File: src/rtl/lut_cfg_pkg.sv
// lut_cfg_pkg: shared types and constants for the LUT configuration loader.
// Holds the loader state encoding and the LUT geometry.
package lut_cfg_pkg;

  localparam int LUT_BITS       = 16;
  localparam int LUT_ADDR_W     = 4;
  localparam int CYCLES_PER_BIT = 3;

  localparam logic [LUT_ADDR_W-1:0] LAST_BIT =
    LUT_ADDR_W'(LUT_BITS - 1);

  typedef enum logic [2:0] {
    IDLE,
    SETUP,
    STROBE,
    HOLD,
    FINISH
  } state_t;

  function automatic logic sel_in_range(
    input logic [31:0] sel,
    input int unsigned n
  );
    return sel < n;
  endfunction

endpackage

File: src/rtl/lut_cfg_onehot.sv
// lut_cfg_onehot: select + strobe qualifier -> one-hot LUT config enable.
// Ports: sel (LUT index), stb (qualifier), en (N_LUTS enables, 0 if sel out of range).
module lut_cfg_onehot #(
  parameter int N_LUTS = 4,
  parameter int SEL_W  = 2
) (
  input  logic [SEL_W-1:0]  sel,
  input  logic              stb,
  output logic [N_LUTS-1:0] en
);

  always_comb begin
    en = '0;
    for (int i = 0; i < N_LUTS; i++) begin
      en[i] = stb && (32'(sel) == 32'(i));
    end
  end

endmodule

File: src/rtl/lut_cfg_loader.sv
// lut_cfg_loader: serial setup/strobe/hold writer for latch-based 4-input LUTs.
// Ports: cfg valid/ready/sel/word in; lut addr/data/cfg_en, busy, done, err out.
// Optional LUT_CFG_SHADOW_EN adds a shadow copy read via i_rd_sel/o_rd_word.
module lut_cfg_loader
  import lut_cfg_pkg::*;
#(
  parameter int N_LUTS = 4,
  parameter int SEL_W  = (N_LUTS > 1) ? $clog2(N_LUTS) : 1
) (
  input  logic                  i_clk,
  input  logic                  i_rst_n,
  input  logic                  i_cfg_valid,
  output logic                  o_cfg_ready,
  input  logic [SEL_W-1:0]      i_cfg_sel,
  input  logic [LUT_BITS-1:0]   i_cfg_word,
  output logic [LUT_ADDR_W-1:0] o_lut_addr,
  output logic                  o_lut_data,
  output logic [N_LUTS-1:0]     o_lut_cfg_en,
  output logic                  o_busy,
  output logic                  o_done,
`ifdef LUT_CFG_SHADOW_EN
  input  logic [SEL_W-1:0]      i_rd_sel,
  output logic [LUT_BITS-1:0]   o_rd_word,
`endif
  output logic                  o_err
);

  state_t                state_q;
  state_t                state_nxt;
  logic [SEL_W-1:0]      sel_q;
  logic [SEL_W-1:0]      sel_nxt;
  logic [LUT_BITS-1:0]   word_q;
  logic [LUT_BITS-1:0]   word_nxt;
  logic [LUT_ADDR_W-1:0] cnt_q;
  logic [LUT_ADDR_W-1:0] cnt_nxt;
  logic [N_LUTS-1:0]     en_nxt;
  logic                  sel_ok;
  logic                  setup_entry;

  assign sel_ok = sel_in_range(32'(sel_q), N_LUTS);

  always_comb begin
    state_nxt = state_q;
    sel_nxt   = sel_q;
    word_nxt  = word_q;
    cnt_nxt   = cnt_q;
    unique case (state_q)
      IDLE: begin
        if (i_cfg_valid) begin
          sel_nxt   = i_cfg_sel;
          word_nxt  = i_cfg_word;
          cnt_nxt   = '0;
          state_nxt = SETUP;
        end
      end
      SETUP:  state_nxt = STROBE;
      STROBE: state_nxt = HOLD;
      HOLD: begin
        if (cnt_q == LAST_BIT) begin
          state_nxt = FINISH;
        end else begin
          cnt_nxt   = cnt_q + 1'b1;
          state_nxt = SETUP;
        end
      end
      FINISH:  state_nxt = IDLE;
      default: state_nxt = IDLE;
    endcase
  end

  // Enable is decoded from the next state so it comes straight off a flop;
  // sel_q is already stable whenever STROBE is next.
  lut_cfg_onehot #(
    .N_LUTS (N_LUTS),
    .SEL_W  (SEL_W)
  ) u_onehot (
    .sel (sel_q),
    .stb (state_nxt == STROBE),
    .en  (en_nxt)
  );

  assign setup_entry = (state_nxt == SETUP) && (state_q != SETUP);

  always_ff @(posedge i_clk or negedge i_rst_n) begin
    if (!i_rst_n) begin
      state_q <= IDLE;
      sel_q   <= '0;
      word_q  <= '0;
      cnt_q   <= '0;
    end else begin
      state_q <= state_nxt;
      sel_q   <= sel_nxt;
      word_q  <= word_nxt;
      cnt_q   <= cnt_nxt;
    end
  end

  // Address/data move only on SETUP entry, a full cycle before the
  // enable rises and a full cycle after it falls.
  always_ff @(posedge i_clk or negedge i_rst_n) begin
    if (!i_rst_n) begin
      o_cfg_ready  <= 1'b1;
      o_busy       <= 1'b0;
      o_done       <= 1'b0;
      o_err        <= 1'b0;
      o_lut_cfg_en <= '0;
      o_lut_addr   <= '0;
      o_lut_data   <= 1'b0;
    end else begin
      o_cfg_ready  <= (state_nxt == IDLE);
      o_busy       <= (state_nxt == SETUP) ||
                      (state_nxt == STROBE) ||
                      (state_nxt == HOLD);
      o_done       <= (state_nxt == FINISH);
      o_err        <= (state_nxt == FINISH) && !sel_ok;
      o_lut_cfg_en <= en_nxt;
      if (setup_entry) begin
        o_lut_addr <= cnt_nxt;
        o_lut_data <= word_nxt[cnt_nxt];
      end
    end
  end

`ifdef LUT_CFG_SHADOW_EN
  logic [LUT_BITS-1:0] shadow_q [N_LUTS];

  always_ff @(posedge i_clk or negedge i_rst_n) begin
    if (!i_rst_n) begin
      for (int i = 0; i < N_LUTS; i++) begin
        shadow_q[i] <= '0;
      end
    end else if (state_q == FINISH) begin
      for (int i = 0; i < N_LUTS; i++) begin
        if (32'(sel_q) == 32'(i)) begin
          shadow_q[i] <= word_q;
        end
      end
    end
  end

  always_comb begin
    o_rd_word = '0;
    for (int i = 0; i < N_LUTS; i++) begin
      if (32'(i_rd_sel) == 32'(i)) begin
        o_rd_word = shadow_q[i];
      end
    end
  end
`endif

endmodule

File: config.mk
export PLATFORM = sky130hd
export DESIGN_NAME = lut_cfg_loader
export DESIGN_NICKNAME = d
export VERILOG_FILES = /design/src/rtl/lut_cfg_pkg.sv /design/src/rtl/lut_cfg_onehot.sv /design/src/rtl/lut_cfg_loader.sv
export SDC_FILE = /design/constraint.sdc
export NUM_CORES = 1
export LEC_CHECK = 0
export ABC_AREA = 1
export BUFFER_PORTS_ARGS = -buffer_cell sky130_fd_sc_hd__buf_2
export CORE_MARGIN = 8
export CORE_UTILIZATION = 35
export CTS_BUF_LIST = sky130_fd_sc_hd__clkbuf_2 sky130_fd_sc_hd__clkbuf_4 sky130_fd_sc_hd__clkbuf_8
export DETAILED_ROUTE_END_ITERATION = 8
export GPL_TIMING_DRIVEN = 0
export MAX_ROUTING_LAYER = met4
export PLACE_DENSITY = 0.57
export SKIP_LAST_GASP = 1
export SYNTH_ARGS = -nofsm -noshare
export SYNTH_HDL_FRONTEND = slang
export SYNTH_SLANG_ARGS = --single-unit
File: constraint.sdc
create_clock -name i_clk -period 1.75 [get_ports i_clk]
set_input_delay 0.4375 -clock i_clk [delete_from_list [all_inputs] [get_ports i_clk]]
set_output_delay 0.4375 -clock i_clk [all_outputs]
set_load 0.01 [all_outputs]
==> impl_metrics.yaml <==
critical_path:
  crit_buf_inv: 1
  crit_path_end: "o_lut_data"
  reg2reg_depth: 12
  slowest_stage: "dfrtp_2"
  cp_cell_sequence: "ha_4, nand2_4, o21ai_4, buf_6, nor2_4, a21oi_4, nand3_2, nand3_2, nand2_2, nand2_1, nand2_1, nor2_1"
  regToRegStartpoint: "cnt_q[1]"
  startpoint_type: "flop"
  crit_type: "flop to flop"
  reg2reg_slack_ns: 0.06
  reg2reg_to: "o_lut_data"
  crit_arrival_ns: 1.91
  path_depth: 12
  cp_slowest_stage_delay_ns: 0.39
  required_ns: 1.97
  crit_path_max_fanout: 4
  cp-startpoint: "cnt_q[1]"
  path_delay_family: "simple AND/OR/NAND/NOR gates"
  cp-end-kind: "flop"
yosys:
  syn_area_per_cell_um2: 8.66
  synth.net_count: 230
  ys_seq_elements: 37
  synthCells: 208
  ys_warn_count: 0
  synth_seq_area_share: 0.515
  synthDistinctLibCells: 27
  yosysTopAreaCellShare: 0.500
  yosys-top-cells-area: "dfrtp_1 50%, inv_1 9.8%, nand2_1 8.1%, nand3_1 6.7%, nand2_4 4.4%"
  yosysTopAreaCell: "dfrtp_1"
  syn_area_um2: 1800
die:
  fp-row-count: 26
  pin_count: 34
  initial_core_util: 0.357
  die_w_um: 87.7
  core_um2: 5040
  die_area_um2: 7700
  fp.dieH_um: 87.7
cts:
  clk_pin_slew_ns: 0.08
  worstSkewPairLatency_ns: 0.29
  clk_path_buf_depth: 2
  cts_buffers: 5
  cts_root_buf: "clkbuf_8"
  cts_max_level: 2
  tritoncts: "yes"
  clock_sinks: 37
  cts_hold_buf: 0
timing:
  setup_viol: 0
  slew_headroom: 0.450
  fin_setup_tns_ns: 0
  finalHoldViolCount: 0
  fin_skew_ns: 0.00762
  post-route-period-util: 0.964
  rsz0062_at_grt: "true"
  tightest_slew_ns: 0.825
  fin_crit_ns: 1.69
  fmax_ghz: 0.592
  whs_ns: 0.238
  layout_setup_ws_ns: 0.0621
  drv_slew: 0
drt:
  first_iter_violations: 61
  wl_per_cell_um: 12.2
  wl_met3_um: 158
  wl_mm: 4.13
  route.layer.met1.wl_mm: 1.87
  drtAntennaViolNets: 0
  top_layer: "met4"
  vias: 1470
  drc: 0
  wl_met2_mm: 2.02
  routed_via_density: 4.34
  first_pass_iters: 4
run:
  cap_violations: 0
global_route:
  antenna_found_initial: 0
  grt_use_total: 0.113
  gr-total-overflow: 0
  grt_max_degree: 38
  grt_pass1_wl_mm: 6.51
  grt_pass1_vias: 1477
run_status:
  status: "completed"
placement:
  dp.cells: 310
  place_ws_ns: -0.190
  hpwl_mm: 2.60
  gp_congestion: 0.775
  portBuffers: 32
cells_and_area:
  n_antenna_cell: 0
  drive_above_1_share: 0.420
  final_nets: 290
  area_delta_synth_final_pct: 38.4
  final_cells: 339
power:
  ir_drop_uv: 825
  power_density_nw_per_um2: 1920
  p_leak_nw: 1.32
min_path:
  hp-class: "input port to async pin"
[metrics by stage]
step           instance area, um2   util  total power, mW
4_1_cts                      2260  0.448             4.28
5_1_grt                      2490  0.494             5.18
6_report                     2490  0.494             4.77
3_3_place_gp                 2050  0.406             3.28
2_1_floorplan                1800      -             2.84
3_5_place_dp                 2050  0.406             3.30
[routing by layer]
metal / up-vias / track usage
met2: 24 / 0.183
met4: 0 / 0.0563
met5: - / -
met1: 681 / 0.126
met3: 6 / 0.0272
li1: 759 / -
[flip-flops by register name, indices dropped and copies added (netlist names)]
name / count
o_done: 1
o_cfg_ready: 1
o_lut_addr: 4
cnt_q: 4
o_busy: 1
o_lut_cfg_en: 4
word_q: 16
sel_q: 2
state_q: 3
o_lut_data: 1
[layout by cell type, fill, tap and decap left out]
| cell | count |
|---|---|
| nand3_4 | 2 |
| or2_2 | 1 |
| buf_2 | 32 |
| dfstp_2 | 1 |
| inv_2 | 1 |
| o211ai_1 | 1 |
| a21oi_2 | 1 |
| nand2_1 | 36 |
| nand2_4 | 8 |
| nand3_1 | 15 |
| o31ai_1 | 1 |
| nor2_1 | 5 |
| o21ai_1 | 3 |
| ha_4 | 1 |
| o21a_1 | 2 |
| buf_6 | 5 |
| conb_1 | 1 |
| a21oi_1 | 3 |
| bufinv_16 | 1 |
| nand2_8 | 1 |
| o21ai_2 | 10 |
| nor2_4 | 4 |
| nand3_2 | 9 |
| dfrtp_1 | 31 |
| clkbuf_8 | 6 |
| nand2_2 | 4 |
| nand3b_1 | 3 |
| inv_1 | 47 |
| dfrtp_2 | 5 |
| o21ai_4 | 1 |
| o21ai_0 | 4 |
| buf_4 | 17 |
| a21oi_4 | 1 |
| nor2_2 | 1 |
| nor3_1 | 4 |
| clkinvlp_4 | 1 |
[area by class of cell]
class	instances	area, um2
plain buffers	4	37.5
clock buffers	6	82.6
clock inverters	2	37.5
fillers	487	2550
inverters	48	180
multi-input cells	122	827
flip-flops and latches	37	933
well taps	70	87.6
repair buffers	50	307
[cells by family (layout without fill, tap and decap cells)]
group           Yosys count  after routing  synth area share
compound gates           27             27            0.0931
fa+ha+maj                 1              1           0.00695
buf+inv                  52            110             0.119
other cells               1              1           0.00208
simple gates             90             93             0.264
flops                    37             37             0.515
[what timing repair did]
item,in CTS,in global routing
buffers inserted,8,10
endpoints found under the setup margin,1,1
gates resized for setup,4,39
gates cloned,2,1
pin swaps,5,24
[cells in the mapped netlist, drive strengths merged]
cell    instances
a21oi           5
buf             4
conb            1
dfrtp          36
dfstp           1
ha              1
inv            48
nand2          47
nand3          25
nand3b          3
nor2           10
nor3            4
o211ai          1
o21a            2
o21ai          18
o31ai           1
or2             1
[report_power, final]
group	total [mW]	internal, mW	leakage (nW)	switching, mW
clock network	0.781	0.463	0.0574	0.318
registers	1.41	1.24	0.429	0.173
logic	2.58	1.08	0.837	1.51
total	4.77	2.77	1.32	2.00
[worst min path at each step]
stage               depth (start not counted)  slack, ns              end
detailed placement                          1       0.46  o_lut_cfg_en[1]
CTS                                         1       0.27        word_q[1]
global route                                1       0.31        word_q[1]
floorplan                                   0       0.14         cnt_q[0]
finish                                      1       0.24        word_q[1]
global placement                            1       0.45  o_lut_cfg_en[0]
(Power assumes the default switching activity.)
